<file path="config.mk">
export PLATFORM = sky130hd
export DESIGN_NAME = ife_thresh_sequencer
export DESIGN_NICKNAME = d
export VERILOG_FILES = /design/src/rtl/ife_thresh_sequencer.sv
export SDC_FILE = /design/constraint.sdc
export NUM_CORES = 1
export LEC_CHECK = 0
export CORE_MARGIN = 10
export CORE_UTILIZATION = 55
export DETAILED_ROUTE_END_ITERATION = 7
export PLACE_DENSITY = 0.77
export SKIP_LAST_GASP = 1
export SLEW_MARGIN = 20
export SYNTH_ARGS = -nofsm -noshare
export SYNTH_HDL_FRONTEND = slang
export SYNTH_SLANG_ARGS = --single-unit
export TNS_END_PERCENT = 100
</file>
<file path="constraint.sdc">
create_clock -name clk -period 4.7 [get_ports clk]
set_clock_uncertainty 0.2 [all_clocks]
set_input_delay 1.175 -clock clk [delete_from_list [all_inputs] [get_ports clk]]
set_output_delay 1.175 -clock clk [all_outputs]
set_load 0.05 [all_outputs]
</file>
<file path="src/rtl/ife_thresh_sequencer.sv">
// rtl/ife_thresh_sequencer.sv - frame sequencer for the IFE threshold path
// Raster-scans the source image, optionally averaging it first, then writes f(pixel) in address order.
module ife_thresh_sequencer #(
  parameter int ADDR_W = 14,
  parameter int DATA_W = 8,
  parameter int FIX_TH = 128
) (
  input  logic              clk,
  input  logic              reset,
  input  logic              ready,
  input  logic [1:0]        sel,
  output logic              busy,
  output logic [ADDR_W-1:0] iaddr,
  input  logic [DATA_W-1:0] idata,
  output logic [ADDR_W-1:0] addr,
  output logic              wen,
  output logic [DATA_W-1:0] data_wr
);

  localparam int SUM_W = ADDR_W + DATA_W;
  localparam int CNT_W = ADDR_W + 1;
  localparam logic [CNT_W-1:0]  LAST_PIX = {1'b0, {ADDR_W{1'b1}}};
  localparam logic [CNT_W-1:0]  LAST_WR  = {1'b1, {ADDR_W{1'b0}}};
  localparam logic [DATA_W-1:0] FIX_TH_V = DATA_W'(FIX_TH);
  localparam logic [1:0]        SEL_MEAN = 2'd3;

  typedef enum logic [2:0] {
    S_IDLE,
    S_SUM,
    S_DRAIN,
    S_CALC,
    S_WRITE,
    S_DONE
  } state_t;

  state_t            state_q, state_d;
  logic [CNT_W-1:0]  cnt_q, cnt_d;
  logic [ADDR_W-1:0] iaddr_q, iaddr_d;
  logic [ADDR_W-1:0] addr_q, addr_d;
  logic [SUM_W-1:0]  sum_q, sum_d;
  logic [DATA_W-1:0] thresh_q, thresh_d;
  logic [1:0]        sel_q, sel_d;
  logic              busy_q, busy_d;
  logic              wr_active;
  logic [DATA_W-1:0] pix_out;

  always_ff @(posedge clk or negedge reset) begin
    if (!reset) begin
      state_q  <= S_IDLE;
      cnt_q    <= '0;
      iaddr_q  <= '0;
      addr_q   <= '0;
      sum_q    <= '0;
      thresh_q <= '0;
      sel_q    <= '0;
      busy_q   <= 1'b0;
    end else begin
      state_q  <= state_d;
      cnt_q    <= cnt_d;
      iaddr_q  <= iaddr_d;
      addr_q   <= addr_d;
      sum_q    <= sum_d;
      thresh_q <= thresh_d;
      sel_q    <= sel_d;
      busy_q   <= busy_d;
    end
  end

  always_comb begin
    state_d  = state_q;
    cnt_d    = cnt_q;
    iaddr_d  = iaddr_q;
    addr_d   = addr_q;
    sum_d    = sum_q;
    thresh_d = thresh_q;
    sel_d    = sel_q;
    busy_d   = busy_q;

    case (state_q)
      // DONE accepts a held ready directly so back-to-back frames see a single busy-low cycle.
      S_IDLE, S_DONE: begin
        busy_d  = 1'b0;
        state_d = S_IDLE;
        if (ready) begin
          sel_d   = sel;
          busy_d  = 1'b1;
          cnt_d   = '0;
          iaddr_d = '0;
          sum_d   = '0;
          state_d = (sel == SEL_MEAN) ? S_SUM : S_WRITE;
        end
      end

      // idata lags iaddr by one cycle, so the first SUM cycle has nothing valid to add.
      S_SUM: begin
        if (cnt_q != '0) begin
          sum_d = sum_q + {{ADDR_W{1'b0}}, idata};
        end
        if (cnt_q == LAST_PIX) begin
          state_d = S_DRAIN;
        end else begin
          cnt_d   = cnt_q + CNT_W'(1);
          iaddr_d = iaddr_q + ADDR_W'(1);
        end
      end

      S_DRAIN: begin
        sum_d   = sum_q + {{ADDR_W{1'b0}}, idata};
        state_d = S_CALC;
      end

      S_CALC: begin
        thresh_d = sum_q[SUM_W-1 -: DATA_W];
        iaddr_d  = '0;
        cnt_d    = '0;
        state_d  = S_WRITE;
      end

      // addr trails iaddr by one cycle to line up with the returning idata.
      S_WRITE: begin
        addr_d = iaddr_q;
        if (cnt_q == LAST_WR) begin
          busy_d  = 1'b0;
          state_d = S_DONE;
        end else begin
          cnt_d = cnt_q + CNT_W'(1);
          if (cnt_q < LAST_PIX) begin
            iaddr_d = iaddr_q + ADDR_W'(1);
          end
        end
      end

      default: begin
        busy_d  = 1'b0;
        state_d = S_IDLE;
      end
    endcase
  end

  always_comb begin
    pix_out = idata;
    case (sel_q)
      2'd0:    pix_out = idata;
      2'd1:    pix_out = ~idata;
      2'd2:    pix_out = (idata >= FIX_TH_V) ? {DATA_W{1'b1}} : {DATA_W{1'b0}};
      default: pix_out = (idata >= thresh_q) ? {DATA_W{1'b1}} : {DATA_W{1'b0}};
    endcase
  end

  assign wr_active = (state_q == S_WRITE) && (cnt_q != '0);

  assign busy    = busy_q;
  assign iaddr   = iaddr_q;
  assign addr    = addr_q;
  assign wen     = wr_active;
  assign data_wr = wr_active ? pix_out : '0;

endmodule

</file>
After elaboration in Yosys (flattened, before gate mapping) --
Cells that the tools add are included.
Storage, ports and cells: flip-flop bits (word level) 79, bits of input ports 13, output and inout port bits 38
Cells by class: add/subtract/negate cells 3, magnitude comparators 3, equal/unequal tests 17, muxes and demuxes 24, bitwise operators 2, reductions and logical operators 14
Operator list (number):
- one-hot mux 22 bit (3 select lines) | 1
- one-hot mux 15 bit (4 select lines) | 1
- 2-to-1 mux 14 bit | 4
- one-hot mux 14 bit (4 select lines) | 1
- 2-to-1 mux 15 bit | 3
- 2-to-1 mux 22 bit | 2
- 2-to-1 mux 8 bit | 3
- one-hot mux 8 bit (3 select lines) | 1
- adder 22 x 8 -> 22 bit | 1
- adder 15 x 1 -> 15 bit (second input constant) | 1
- == test 15 x 14 -> 1 bit (second input constant) | 1
- == test 15 bit (second input constant) | 1
- < comparator 15 x 14 -> 1 bit (second input constant) | 1
- one-hot mux 3 bit (5 select lines) | 1
- nonzero test 15 bit | 1
- adder 14 x 1 -> 14 bit (second input constant) | 1
- != test 2 bit (second input constant) | 7
- 2-to-1 mux 3 bit | 4
- >= comparator 8 bit | 1
- >= comparator 8 bit (second input constant) | 1
- inverter 8 bit | 1
- == test 3 x 2 -> 1 bit (second input constant) | 2
- == test 3 bit (second input constant) | 2
- AND reduction 2 bit | 3
- other kinds (16) | 18

Logic depth before layout (Yosys ltp) --
Gate-level depths: netlist of the first run.
word-level depth 4, depth in mapped cells 9

Worst setup path before layout of the first run --
No wires, ideal clock.
kind flip-flop to output port, start point register cnt_q[0], end point output port data_wr[0], data arrival time 3.082 ns, path slack 0.243 ns, cell stages (with the launch flop) 9, path buffers 1, cell sequence dfrtp_1 inv_1 ha_1 nor4b_1 and4_1 buf_6 a21oi_1 o211ai_1 nor2_1
On the way: cells in the longest elaborated chain, start to end 3
RTL lines:
- start: declaration | RTL line 37 | logic [CNT_W-1:0] cnt_q, cnt_d;
- start signal: assignment | RTL line 59 | cnt_q <= cnt_d;
- nonzero test 15 bit | RTL line 150 | assign wr_active = (state_q == S_WRITE) && (cnt_q != '0);
- logical AND 1 bit | RTL line 150
- net wen | RTL line 16 | output logic wen,
- 2-to-1 mux 8 bit | RTL line 156 | assign data_wr = wr_active ? pix_out : '0;
- end: declaration | RTL line 17 | output logic [DATA_W-1:0] data_wr
The timed path passes the listed nets, and every way through them passes these cells.

Worst setup path in the final report of the first run --
start point input port idata[0], end point output port data_wr[1]
On the way: cells in the longest elaborated chain, start to end 4, elaborated cells between the ends (all ways) 6, classes of those cells order compare (2); mux (4)
RTL lines:
- start: declaration | RTL line 14 | input logic [DATA_W-1:0] idata,
- >= comparator 8 bit, on equally long branches | RTL line 146, 145
- 2-to-1 mux 8 bit, on equally long branches | RTL line 146, 145
- one-hot mux 8 bit (3 select lines) * | RTL line 142 | case (sel_q)
- 2-to-1 mux 8 bit * | RTL line 156
Every way passes the cells marked *; elsewhere a longest branch is shown, timed or not.

==> run metrics, run 1 <==
power share of the sequential group=38.3%; Clock Pin Slew Worst Setup and Hold Paths=70 ps; hold_sp=sum_q[7]; Switching Fraction=43.58%; CP max stage cell=clkdlybuf4s50_1; Final Setup Violations=0; Clock Tree Buf Depth=2; fin nets=548; DR vias=3602; Netlist cell types=56; FF-to-FF End=sum_q[12]; Final Slew Violations=0; worst-margin pin slew=983.4 ps; largest net degree at the start of global routing=80; Lkg Pwr=2.343 nW; # IOs=51; Clock Latency Late Sink=360 ps; crit-path most repeated cell=buf_4; Antenna Diode Count=0; CP max FO=3; Num CTS Buffers=9; Tot GR Track Use=16.86%; Worst Hold End=sum_q[7]; area grow syn2layout=16.40%; most common cell in the netlist=dfrtp_1; Cells on Worst Hold Path=2; Avg Cell Area, Syn=9.856 µm²; routability cong.=0.8944; setup ws final=165.1 ps; Max-Cap Viols=0; Placed Cells=609; share of cells above drive strength 1=13.08%; CP Launch Type=input port; drt wl/cell=16.35 µm; Power Density=457.2 nW/µm²; HP Class=reg -> reg; vias in the first global route=3675; Comb pwr share=43.5%; num rows=33; crit path time final=4535 ps; DRT antenna net count=0; core area=8134 µm²; port bufs=50; CTS tree=yes; initial antenna violation count=0; #FFs+latches synth=79; drt drc=0; worst r2r src=sum_q[0]; synthesized area=4563 µm²; Seq/Total Area, Yosys=43.32%; FMAX=0.2205 GHz; YS warnings=0; Initial Utilization=56.10%; fin cells=625; first drt pass iteration count=5; Area after DPL=5126 µm²; Async S/R FF share, synth=100.0%; top post-synthesis cells by count=dfrtp_1, nor2_1, nand2_1; Place WS=114.3 ps; switching power=1.058 mW; fin util=65.30%; Clk pwr share=18.2%; r2r setup slk=1990 ps; VDD IR-drop max=344.2 µV; CTS sink count=79; Root Driver=clkbuf_8; first-pass GRT wire length=17870 µm; HPWL after detailed placement=7438 µm; number of synthesized flops with an enable pin=0; Primary FF master, synth=dfrtp_1; status=complete, no violations; R2R depth=9; vias per cell=5.763; Filler cells=663; Setup TNS=0 ps; CP required=3320 ps; die width=111.1 µm; CP bufs+invs=4; Net Count, Synth=496; Final Cell Area=5311 µm²; Final Power=2.428 mW; Data arrival, critical path=3160 ps; grt total ovfl=0; setup repair bufs after CTS=0; largest area contributor in the netlist=dfrtp_1; Final period util=96.49%; RSZ-0062 raised after global routing=yes; DRT iter0 DRCs=172; Max-slew headroom=34.44%; Final Hold Vio Count=0; top cells by area, synth=dfrtp_1, mux2_2, xor2_1, ha_1, nor2_1; Worst Setup Path Type=in -> out; htree depth=3; Die Ht=111.1 µm; cell chain of the critical path=clkdlybuf4s50_1, inv_1, ha_1, nand2b_1, a21o_1, a21oi_1, o21ai_0, o211ai_1, buf_4, nor2_1, buf_4; endpoint class of the critical path=output port; top cell type's share of synthesized area=43.32%; Worst path top cell family by delay=buffers and inverters; Routed WL=10220 µm; final hold slack=285.1 ps; die footprint=12340 µm²; crit-path max cell delay=490 ps; internal power=1.370 mW; Mapped Cells=463
power groups by stage:
stage	Combinational, mW	Clock [mW]	Sequential (mW)
2_1_floorplan	0.533	0	1.10
3_3_place_gp	1.02	0	0.932
3_5_place_dp	1.04	0	0.941
4_1_cts	1.05	0.451	0.928
5_1_grt	1.13	0.477	0.953
6_report	1.06	0.442	0.929
tightest hold or removal path, stage by stage, from the launching register on:
cell and delay [ps]:
dfrtp_1 350, nand2_1 50, o41ai_1 60
flip-flops by register name, summed over array words and instances (netlist names):
signal and cells:
addr 14, busy 1, cnt_q 15, iaddr 14, sel_q 2, state_q 3
sum_q 22, thresh_q 8
cell usage in the layout, fill, tap and decap left out, drive strengths merged, types with 8 or more instances in the layout:
cell type      count
and3              11
ha                19
nand4             22
clkdlybuf4s50     41
nand2             37
xnor2             11
nor2              53
clkbuf            12
o21a               8
o21ai             22
inv               20
a21oi             19
mux2              24
xor2              30
dfrtp             79
nand3              9
buf               17
kinds of logic (layout without fill, tap and decap cells):
family | Yosys count | count (layout) | synth area share [%]
simple gates | 175 | 175 | 19.58
compound gates | 87 | 87 | 13.55
flops | 79 | 79 | 43.32
xor+xnor | 41 | 41 | 7.869
buf+inv | 36 | 93 | 3.893
mux | 24 | 24 | 5.923
fa+ha+maj | 21 | 21 | 5.868
repair_timing:
item,CTS,global route
gates resized for setup,0,5
endpoints found under the setup margin,0,5
hold buffers,0,0
per-layer routing:
layer	share of wire, %	global-route usage (%)
met5	0	0
met4	1.4	5.141
met1	43	20.50
met2	50	28.97
met3	4.9	3.788
how the worst max path moves through the flow:
| stage | slack, ps | depth (start not counted) | end | startpoint |
|---|---|---|---|---|
| 6_report | 170 | 11 | data_wr[1] | idata[0] |
| 3_3_place_gp | 120 | 11 | data_wr[7] | idata[0] |
| 4_1_cts | 100 | 11 | data_wr[7] | idata[0] |
| 2_1_floorplan | 240 | 8 | data_wr[0] | cnt_q[0] |
| 5_1_grt | 10 | 11 | data_wr[7] | idata[0] |
| 3_5_place_dp | 110 | 11 | data_wr[7] | idata[0] |
cell type report:
class	instances	area [µm²]	area share, %
clock buffers	12	135.1	2.544
clock inverters	4	31.28	0.5889
inverters	19	71.32	1.343
multi-input cells	348	2409	45.35
flip-flops and latches	79	1977	37.22
well taps	105	131.4	2.474
repair buffers	58	556.8	10.48
Note: power is estimated with default switching activity, not from simulation.
==> run 2: changes to the inputs <==
- CORE_MARGIN: 10 -> 1.5
- CTS_CLUSTER_SIZE: unset -> 28
==> run metrics, run 2 (synthesis gave the netlist of run 1 again) <==
FMAX=0.2190 GHz; DRT iter0 DRCs=126; HPWL after detailed placement=6991 µm; Final Setup Violations=0; status=complete, no violations; Final Cell Area=5355 µm²; Top reg by flops=sum_q; crit path time final=4566 ps; vias in the first global route=3393; setup ws final=133.9 ps; Root Driver=clkbuf_8; core area=8134 µm²; cell chain of the critical path=clkdlybuf4s50_1, inv_1, ha_1, nand2b_1, a21o_1, a21oi_1, o21ai_0, o211ai_1, buf_4, nor2_1, buf_4; die width=94.09 µm; CP required=3320 ps; CP max FO=5; DR vias=3586; CTS resizes=0; endpoint class of the critical path=output port; Clock Latency Late Sink=360 ps; Tot GR Track Use=23.95%; Routed WL=9819 µm; Place WS=151.0 ps; # IOs=51; setup repair bufs after CTS=0; Max-slew headroom=58.78%; area grow syn2layout=17.36%; Worst Setup Path Type=in -> out; Die Ht=94.09 µm; Final period util=97.15%; Max-Cap Viols=0; CTS tree=yes; VDD IR-drop max=412.9 µV; crit-path max cell delay=480 ps; Final Hold Vio Count=0; CTS sink count=79; RSZ-0062 raised after global routing=no; vias per cell=5.728; Antenna Diode Count=0; Setup TNS=0 ps; HP Class=reg -> reg; Clock Pin Slew Worst Setup and Hold Paths=80 ps; commonest non-fill, non-tap cell in the layout=dfrtp_1; first-pass GRT wire length=16420 µm; largest registers=sum_q (22), cnt_q (15); htree depth=3; max reg flops=22; Lkg Pwr=2.378 nW; crit-path most repeated cell=buf_4; drt drc=0; Initial Utilization=56.10%; port bufs=50; worst-margin pin slew=615.4 ps; most frequent cells in the layout=dfrtp_1, nor2_1, clkdlybuf4s50_1; fin nets=549; num rows=33; die footprint=8852 µm²; share of cells above drive strength 1=13.82%; grt total ovfl=0; Num CTS Buffers=9; Area after DPL=5126 µm²; Clock Tree Buf Depth=2; first drt pass iteration count=4; Final Slew Violations=0; drt wl/cell=15.69 µm; Power Density=463.7 nW/µm²; CP max stage cell=clkdlybuf4s50_1; initial antenna violation count=0; CP Launch Type=input port; Data arrival, critical path=3190 ps; routability cong.=0.9093; largest net degree at the start of global routing=80; Hold Buf Count CTS=0; DRT antenna net count=0
run 2: changes by cell type in the layout (fill, tap and decap cells not counted):
| cell | before | now |
|---|---|---|
| buf_4 | 12 | 17 |
| buf_6 | 5 | 0 |
| clkbuf_1 | 3 | 0 |
| inv_6 | 1 | 4 |
| clkinvlp_4 | 3 | 1 |
| buf_16 | 0 | 1 |
| bufinv_16 | 0 | 1 |
| clkinv_2 | 0 | 1 |
run 2: critical path: cells and delay by family:
kind                     cells  cell delay, ps
buffers and inverters        4             890
AO/OA/AOI/OAI                4             660
adder cells (fa/ha/maj)      1             270
AND/OR/NAND/NOR              2             190
run 2: path summary, 6_finish.rpt:
path	slack, ps	start	cells after the start	to
setup / recovery	130	idata[0]	11	data_wr[7]
hold / removal	290	sum_q[2]	2	sum_q[2]
setup reg to reg	2050	sum_q[0]	9	sum_q[12]
hold reg to reg	290	sum_q[2]	2	sum_q[2]
max in group asynchronous	3230	reset	2	sum_q[1]
min in group asynchronous	500	reset	1	addr[5]
run 2: cell type report:
class | instances | area, µm²
tap | 105 | 131.4
multi-input combinational | 348 | 2409
sequential | 79 | 1977
clock inverter | 7 | 77.57
clock buffer | 9 | 123.9
fill | 672 | 2779
timing repair buffer | 59 | 565.5
inverter | 19 | 71.32
run 2: per-layer routing:
metal	up-vias	track usage (%)	wire length [µm]	share of wire, %
met5	-	0	0	0
met4	0	7.587	110	1.1
met3	9	4.693	333	3.4
met2	73	39.67	4942	50
met1	1750	31.57	4433	45
li1	1754	-	-	-
run 2: through the flow:
| stage | std cells | util (%) | power (mW) | hold slack (ps) |
|---|---|---|---|---|
| CTS | 625 | 65.50 | 2.493 | 291.0 |
| floorplan | 463 | - | 1.634 | 247.3 |
| global placement | 609 | 63.02 | 1.944 | 260.3 |
| detailed placement | 609 | 63.02 | 1.971 | 270.8 |
| global route | 626 | 65.84 | 2.606 | 325.0 |
| finish | 626 | 65.84 | 2.483 | 291.6 |
run 2: power breakdown:
group | switching [mW] | internal, mW
Clock | 0.276 | 0.252
Sequential | 0.143 | 0.785
Combinational | 0.655 | 0.372
